File: src/rtl/seg7_pkg.sv
// rtl/seg7_pkg.sv - shared constants and types for the 7-segment receive path
package seg7_pkg;

    // Active-low segment patterns, bit6=a .. bit0=g
    localparam logic [6:0] SEG_0     = 7'b0000001;
    localparam logic [6:0] SEG_1     = 7'b1001111;
    localparam logic [6:0] SEG_2     = 7'b0010010;
    localparam logic [6:0] SEG_3     = 7'b0000110;
    localparam logic [6:0] SEG_4     = 7'b1001100;
    localparam logic [6:0] SEG_5     = 7'b0100100;
    localparam logic [6:0] SEG_6     = 7'b0100000;
    localparam logic [6:0] SEG_7     = 7'b0001111;
    localparam logic [6:0] SEG_8     = 7'b0000000;
    localparam logic [6:0] SEG_9     = 7'b0000100;
    localparam logic [6:0] SEG_BLANK = 7'b1111111;

    localparam logic [3:0] CODE_BLANK = 4'hE;
    localparam logic [3:0] CODE_ERR   = 4'hF;

    typedef enum logic {
        ST_ACQ,
        ST_LOCKED
    } state_e;

endpackage

File: src/rtl/seg7_capture_if.sv
// rtl/seg7_capture_if.sv - digit update event port
interface seg7_capture_if;
    logic       upd_valid;
    logic       upd_ready;
    logic [2:0] upd_idx;
    logic [3:0] upd_val;

    modport master (
        output upd_valid,
        output upd_idx,
        output upd_val,
        input  upd_ready
    );

    modport slave (
        input  upd_valid,
        input  upd_idx,
        input  upd_val,
        output upd_ready
    );
endinterface

File: src/rtl/seg7_decode.sv
// rtl/seg7_decode.sv - active-low segment pattern to digit code
module seg7_decode
    import seg7_pkg::*;
(
    input  logic [6:0] seg,
    output logic [3:0] code,
    output logic       err
);

    always_comb begin
        code = CODE_ERR;
        err  = 1'b0;
        case (seg)
            SEG_0:     code = 4'd0;
            SEG_1:     code = 4'd1;
            SEG_2:     code = 4'd2;
            SEG_3:     code = 4'd3;
            SEG_4:     code = 4'd4;
            SEG_5:     code = 4'd5;
            SEG_6:     code = 4'd6;
            SEG_7:     code = 4'd7;
            SEG_8:     code = 4'd8;
            SEG_9:     code = 4'd9;
            SEG_BLANK: code = CODE_BLANK;
            default: begin
                code = CODE_ERR;
                err  = 1'b1;
            end
        endcase
    end

endmodule

File: src/rtl/seg7_capture.sv
// rtl/seg7_capture.sv - sample a multiplexed 7-segment bus into a per-digit register file
module seg7_capture
    import seg7_pkg::*;
#(
    parameter int STABLE_CYCLES = 4,
    parameter int NUM_DIGITS    = 6
) (
    input  logic                    clk,
    input  logic                    rst,
    input  logic [6:0]              seg_in,
    input  logic [NUM_DIGITS-1:0]   sel_in,
    output logic [4*NUM_DIGITS-1:0] digits,
    output logic [NUM_DIGITS-1:0]   digit_err,
    seg7_capture_if.master          upd,
    output logic                    overrun
);

    localparam int         SW      = NUM_DIGITS + 7;
    localparam logic [7:0] CNT_MAX = 8'(STABLE_CYCLES - 1);

    logic [SW-1:0] sync1_q, sync1_d;
    logic [SW-1:0] samp_q, samp_d;
    logic [SW-1:0] prev_q, prev_d;
    logic [7:0]    cnt_q, cnt_d;
    state_e        state_q, state_d;

    logic [NUM_DIGITS-1:0][3:0] digits_q, digits_d;
    logic [NUM_DIGITS-1:0]      err_q, err_d;
    logic                       upd_valid_q, upd_valid_d;
    logic [2:0]                 upd_idx_q, upd_idx_d;
    logic [3:0]                 upd_val_q, upd_val_d;
    logic                       overrun_q, overrun_d;

    logic                  changed;
    logic                  accept;
    logic [NUM_DIGITS-1:0] sel;
    logic [2:0]            zero_cnt;
    logic [2:0]            sel_idx;
    logic [3:0]            cur_code;
    logic                  wr_en;
    logic                  new_event;
    logic [3:0]            dec_code;
    logic                  dec_err;

    seg7_decode u_decode (
        .seg  (samp_q[6:0]),
        .code (dec_code),
        .err  (dec_err)
    );

    always_ff @(posedge clk or posedge rst) begin
        if (rst) begin
            state_q <= ST_ACQ;
        end else begin
            state_q <= state_d;
        end
    end

    // Counter is compared one sample behind, so an accept fires on the edge it reaches CNT_MAX
    always_comb begin
        sync1_d = {sel_in, seg_in};
        samp_d  = sync1_q;
        prev_d  = samp_q;
        changed = (samp_q != prev_q);
        if (changed) begin
            cnt_d = 8'd0;
        end else if (cnt_q == CNT_MAX) begin
            cnt_d = cnt_q;
        end else begin
            cnt_d = cnt_q + 8'd1;
        end

        state_d = state_q;
        accept  = 1'b0;
        case (state_q)
            ST_ACQ: begin
                if (!changed && cnt_d == CNT_MAX) begin
                    accept  = 1'b1;
                    state_d = ST_LOCKED;
                end
            end
            ST_LOCKED: begin
                if (changed) begin
                    state_d = ST_ACQ;
                end
            end
            default: state_d = ST_ACQ;
        endcase
    end

    always_comb begin
        sel      = samp_q[SW-1:7];
        zero_cnt = 3'd0;
        sel_idx  = 3'd0;
        cur_code = CODE_BLANK;
        for (int i = 0; i < NUM_DIGITS; i++) begin
            if (!sel[i]) begin
                zero_cnt = zero_cnt + 3'd1;
                sel_idx  = 3'(i);
                cur_code = digits_q[i];
            end
        end
        wr_en     = accept && (zero_cnt == 3'd1);
        new_event = wr_en && (dec_code != cur_code);

        digits_d = digits_q;
        err_d    = err_q;
        for (int i = 0; i < NUM_DIGITS; i++) begin
            if (wr_en && sel_idx == 3'(i)) begin
                digits_d[i] = dec_code;
                err_d[i]    = dec_err;
            end
        end

        upd_valid_d = upd_valid_q;
        upd_idx_d   = upd_idx_q;
        upd_val_d   = upd_val_q;
        overrun_d   = overrun_q;
        if (new_event) begin
            if (upd_valid_q && !upd.upd_ready) begin
                overrun_d = 1'b1;
            end
            upd_valid_d = 1'b1;
            upd_idx_d   = sel_idx;
            upd_val_d   = dec_code;
        end else if (upd_valid_q && upd.upd_ready) begin
            upd_valid_d = 1'b0;
        end
    end

    always_ff @(posedge clk or posedge rst) begin
        if (rst) begin
            sync1_q     <= '1;
            samp_q      <= '1;
            prev_q      <= '1;
            cnt_q       <= 8'd0;
            digits_q    <= {NUM_DIGITS{CODE_BLANK}};
            err_q       <= '0;
            upd_valid_q <= 1'b0;
            upd_idx_q   <= 3'd0;
            upd_val_q   <= 4'd0;
            overrun_q   <= 1'b0;
        end else begin
            sync1_q     <= sync1_d;
            samp_q      <= samp_d;
            prev_q      <= prev_d;
            cnt_q       <= cnt_d;
            digits_q    <= digits_d;
            err_q       <= err_d;
            upd_valid_q <= upd_valid_d;
            upd_idx_q   <= upd_idx_d;
            upd_val_q   <= upd_val_d;
            overrun_q   <= overrun_d;
        end
    end

    assign digits        = digits_q;
    assign digit_err     = err_q;
    assign upd.upd_valid = upd_valid_q;
    assign upd.upd_idx   = upd_idx_q;
    assign upd.upd_val   = upd_val_q;
    assign overrun       = overrun_q;

endmodule

File: src/flat_wrapper.sv
// flat-port wrapper written by rule: the top's interface ports become plain ports
module seg7_capture_flat import seg7_pkg::*;
#(
    parameter int STABLE_CYCLES = 4,
    parameter int NUM_DIGITS    = 6
)
  (clk, rst, seg_in, sel_in, digits, digit_err, overrun, upd_upd_valid, upd_upd_idx, upd_upd_val, upd_upd_ready);
  seg7_capture_if upd_i ();
  input  logic clk;
  input  logic rst;
  input  logic [6:0] seg_in;
  input  logic [NUM_DIGITS-1:0] sel_in;
  output logic [4*NUM_DIGITS-1:0] digits;
  output logic [NUM_DIGITS-1:0] digit_err;
  output logic overrun;
  output wire logic [$bits(upd_i.upd_valid)-1:0] upd_upd_valid;
  output wire logic [$bits(upd_i.upd_idx)-1:0] upd_upd_idx;
  output wire logic [$bits(upd_i.upd_val)-1:0] upd_upd_val;
  input wire logic [$bits(upd_i.upd_ready)-1:0] upd_upd_ready;
  assign upd_upd_valid = upd_i.upd_valid;
  assign upd_upd_idx = upd_i.upd_idx;
  assign upd_upd_val = upd_i.upd_val;
  assign upd_i.upd_ready = upd_upd_ready;
  seg7_capture #(.STABLE_CYCLES(STABLE_CYCLES), .NUM_DIGITS(NUM_DIGITS)) u_core (.clk(clk), .rst(rst), .seg_in(seg_in), .sel_in(sel_in), .digits(digits), .digit_err(digit_err), .upd(upd_i), .overrun(overrun));
endmodule
File: config.mk
export PLATFORM = sky130hd
export DESIGN_NAME = seg7_capture_flat
export DESIGN_NICKNAME = d
export VERILOG_FILES = /design/src/rtl/seg7_pkg.sv /design/src/rtl/seg7_capture_if.sv /design/src/rtl/seg7_decode.sv /design/src/rtl/seg7_capture.sv /design/src/flat_wrapper.sv
export SDC_FILE = /design/constraint.sdc
export NUM_CORES = 1
export LEC_CHECK = 0
export CORE_MARGIN = 2
export CORE_UTILIZATION = 66
export CTS_BUF_LIST = sky130_fd_sc_hd__clkbuf_4
export DETAILED_ROUTE_END_ITERATION = 10
export DONT_BUFFER_PORTS = 1
export PLACE_DENSITY_LB_ADDON = 0.2
export SYNTH_ARGS = -nofsm -noshare
export SYNTH_HDL_FRONTEND = slang
export SYNTH_SLANG_ARGS = --single-unit
File: constraint.sdc
create_clock -name clk -period 13.08 [get_ports clk]
set_clock_uncertainty 0.15 [all_clocks]
set_input_delay 1.308 -clock clk [delete_from_list [all_inputs] [get_ports clk]]
set_output_delay 1.308 -clock clk [all_outputs]
set_load 0.005 [all_outputs]
==> results.tsv <==
stage	metric	value	unit
yosys	share of flip-flops with an asynchronous set or reset	100.0	%
placed_design	post-placement cell count	390	
route	Avg WL per Cell	18.88	um
timing	Hold Vio Cnt, Final	0	
timing	fmax	0.2071	GHz
clock_network	CTS Root Cell	clkbuf_4	
timing	# setup viols final	0	
yosys	post-synthesis sequential area ratio	54.99	%
run	max_cap viols	0	
critical_path	Worst EP arrival	4990	ps
floorplanning	Core Region	5956	um^2
grt	initial antenna violation count	0	
critical_path	CP Class	reg -> reg	
placed_design	GPL Wtd Cong	0.8719	
grt	first-pass GRT wire length	12.12	mm
critical_path	CP Launch Type	flop	
critical_path	most frequent CP cell	ha_1	
route	max layer used	met4	
floorplanning	die area	6841	um^2
floorplanning	io pins	55	
hold_path	HP Class	reg -> reg	
critical_path	Setup crit end kind	flop	
clock_network	CTS tree	done	
grt	GRT Total Usage	24.60	%
clock_network	Clock Latency Late Sink	430	ps
pwr	leak pwr	1.731	nW
grt	vias in the first global route	2412	
route	final wirelength	7.645	mm
pwr	power per cell area	110.6	nW/um^2
yosys	Unique masters post-synth	55	
clock_network	Hold Buf Count CTS	0	
timing	Max Slew Vio Count	0	
yosys	Syn. warnings	0	
route	Post-DRT Antenna Nets	0	
floorplanning	site row count	28	
timing	Slew Limit Headroom	23.26	%
clock_network	clk slew on worst S/H paths	120	ps
grt	grt ovf	0	
timing	Final Critical Period	4828	ps
timing	setup_tns	0	ps
clock_network	clk sinks	87	
clock_network	setup repair bufs after CTS	0	
finish	final non-filler cell area	4229	um^2
timing	final worst slack	8252	ps
route	drt first pass iters	4	
timing	RSZ-0062 raised after global routing	false	
critical_path	CP max FO	12	
clock_network	# H-tree levels	3	
finish	nets	348	
placed_design	PortBufs	0	
yosys	Synth Instances	332	
route	WL met3	472	um
finish	Post-Layout Cell Count	405	
route	DR iter-0 viols	186	
timing	Final Cycle Share	36.91	%
critical_path	WP data required	13250	ps
route	metal1 wirelength	3.361	mm
timing	Worst Tran Pin Value	1142	ps
finish	ANT cells	0	
clock_network	cts bufs inserted	9	
floorplanning	die height	82.71	um
critical_path	crit-path max cell delay	660	ps
yosys	post-synth net total	354	
yosys	synthesized area	4089	um^2
route	vias	2495	
placed_design	placement-stage worst setup slack	8287	ps
route	drt drc	0	
yosys	syn avg cell area	12.32	um^2
placed_design	DP Area	4104	um^2
grt	largest net degree at the start of global routing	88	
finish	layout cells sized above 1	40.00	%
floorplanning	Initial Utilization	68.66	%
clock_network	Max clock buf depth	2	
critical_path	slowest cell on the critical path	dfstp_2	
route	via-per-instance ratio	6.160	
placed_design	hpwl dp	5.194	mm
floorplanning	Chip Width	82.71	um
critical_path	cells along the critical path	inv_1, ha_1, xnor2_1, ha_1, mux2_2, ha_1, mux2_2, ha_1, nand2b_1, xnor2_1, xnor2_1, nor4_1, o2111ai_2, nor4_2, mux2_2	
route	wire length on met2	3.637	mm
clock_network	CTS resizes	0	
status	status	finished clean	
finish	Layout area overhead	3.427	%
yosys	Yosys reg bits	87	
pwr	maximum VDD drop	86.22	uV
yosys	Most used DFF post-synth	dfstp_2	
yosys	Post-synth EDFFs	0	
==> final cells by class <==
class	instances	area, um^2
sequential	87	2248
fill	430	1727
tap	75	93.84
timing repair buffer	1	7.507
clock buffer	10	75.07
inverter	13	50.05
multi-input combinational	214	1704
clock inverter	5	50.05
==> power by group <==
group	internal, mW	switching [mW]	leakage, nW
clock network	0.0584	0.0820	0.0740
registers	0.281	0.00947	1.02
logic	0.0152	0.0220	0.642
==> through the flow <==
step / utilization [%] / power, mW / hold slack (ps)
after global routing: 71.01 / 0.4893 / 215.5
after floorplan: - / 0.3232 / 195.2
after detailed placement: 68.91 / 0.3316 / 197.0
final: 71.01 / 0.4677 / 204.1
after CTS: 71.01 / 0.4734 / 212.6
after global placement: 68.91 / 0.3294 / 195.6
==> critical path, delay by kind of cell (launching register included) <==
kind / cells / cell delay (ps)
AND/OR/NAND/NOR: 3 / 910
buffers and inverters: 1 / 130
multiplexers: 3 / 980
AO/OA/AOI/OAI: 1 / 330
XOR/XNOR: 3 / 480
adder cells (fa/ha/maj): 4 / 1080
flip-flops: 1 / 660
==> state kept, by name (all words and copies together), names as in the netlist <==
register and cells:
u_core.prev_q 13, u_core.upd.upd_val 4, u_core.cnt_q 8, u_core.prev_d 13, u_core.digits 24, u_core.overrun 1
u_core.digit_err 6, u_core.state_q 1, u_core.samp_d 13, u_core.upd.upd_valid 1, u_core.upd.upd_idx 3
==> worst paths after layout <==
check | from | to | slack (ps) | cells past startpoint
setup / recovery | u_core.prev_d[8]$_DFF_PP1_ | u_core.digit_err[2]$_DFFE_PP0P_ | 8250 | 15
hold / removal | u_core.samp_d[10]$_DFF_PP1_ | u_core.prev_d[10]$_DFF_PP1_ | 200 | 0
setup reg to reg | u_core.prev_d[8]$_DFF_PP1_ | u_core.digit_err[2]$_DFFE_PP0P_ | 8250 | 15
hold reg to reg | u_core.samp_d[10]$_DFF_PP1_ | u_core.prev_d[10]$_DFF_PP1_ | 200 | 0
max in group asynchronous | rst | u_core.cnt_q[7]$_DFF_PP0_ | 11230 | 2
min in group asynchronous | rst | u_core.digit_err[1]$_DFFE_PP0P_ | 890 | 2
==> logic make-up after synthesis <==
kind of cell               share of synthesized area, %
buffers and inverters                             3.335
adders and majority gates                         1.836
DFF                                               54.99
AOI/OAI and AO/OA                                 9.149
muxes                                             10.99
and+or+nand+nor                                   13.49
xor gates and xnor gates                          6.212
==> layer usage <==
metal  track usage (%)  vias up
met5                 0        -
met1             33.60     1237
met4             10.16        0
met2             37.02       80
met3             7.174       16
li1                  -     1162
==> layout by cell type (no fill, tap or decap), types with 5 or more instances in the layout <==
cell / netlist / layout
dfstp_2: 57 / 57
nand2_1: 12 / 12
nor4_1: 7 / 7
a21oi_1: 7 / 7
nor2_1: 22 / 22
nand2b_1: 6 / 6
xnor2_1: 16 / 16
inv_1: 13 / 12
ha_1: 6 / 6
dfrtp_1: 30 / 30
o21ai_0: 11 / 11
nand3_1: 7 / 7
or2_2: 5 / 5
xor2_1: 13 / 13
clkbuf_4: 0 / 10
mux2_2: 39 / 39
==> synth_stat cells, types with 2 or more instances <==
master | instances | area, um^2
dfstp_2 | 57 | 1498
mux2_2 | 39 | 439.2
dfrtp_1 | 30 | 750.7
nor2_1 | 22 | 82.58
xnor2_1 | 16 | 140.1
inv_1 | 13 | 48.80
xor2_1 | 13 | 113.9
nand2_1 | 12 | 45.04
o21ai_0 | 11 | 55.05
clkbuf_1 | 8 | 30.03
a21oi_1 | 7 | 35.03
buf_2 | 7 | 35.03
nand3_1 | 7 | 35.03
nor4_1 | 7 | 43.79
ha_1 | 6 | 75.07
nand2b_1 | 6 | 37.54
or2_2 | 5 | 31.28
a31o_2 | 4 | 35.03
nand3b_1 | 4 | 30.03
nand4_1 | 4 | 25.02
nor3_1 | 4 | 20.02
nor3b_1 | 4 | 30.03
o211ai_1 | 4 | 30.03
nor2b_1 | 3 | 18.77
nor4_2 | 3 | 37.54
a2111oi_4 | 2 | 55.05
and2_1 | 2 | 12.51
nand4b_1 | 2 | 17.52
o221ai_1 | 2 | 17.52
o31ai_1 | 2 | 15.01
or3_1 | 2 | 12.51
Note: power is estimated with default switching activity, not from simulation.
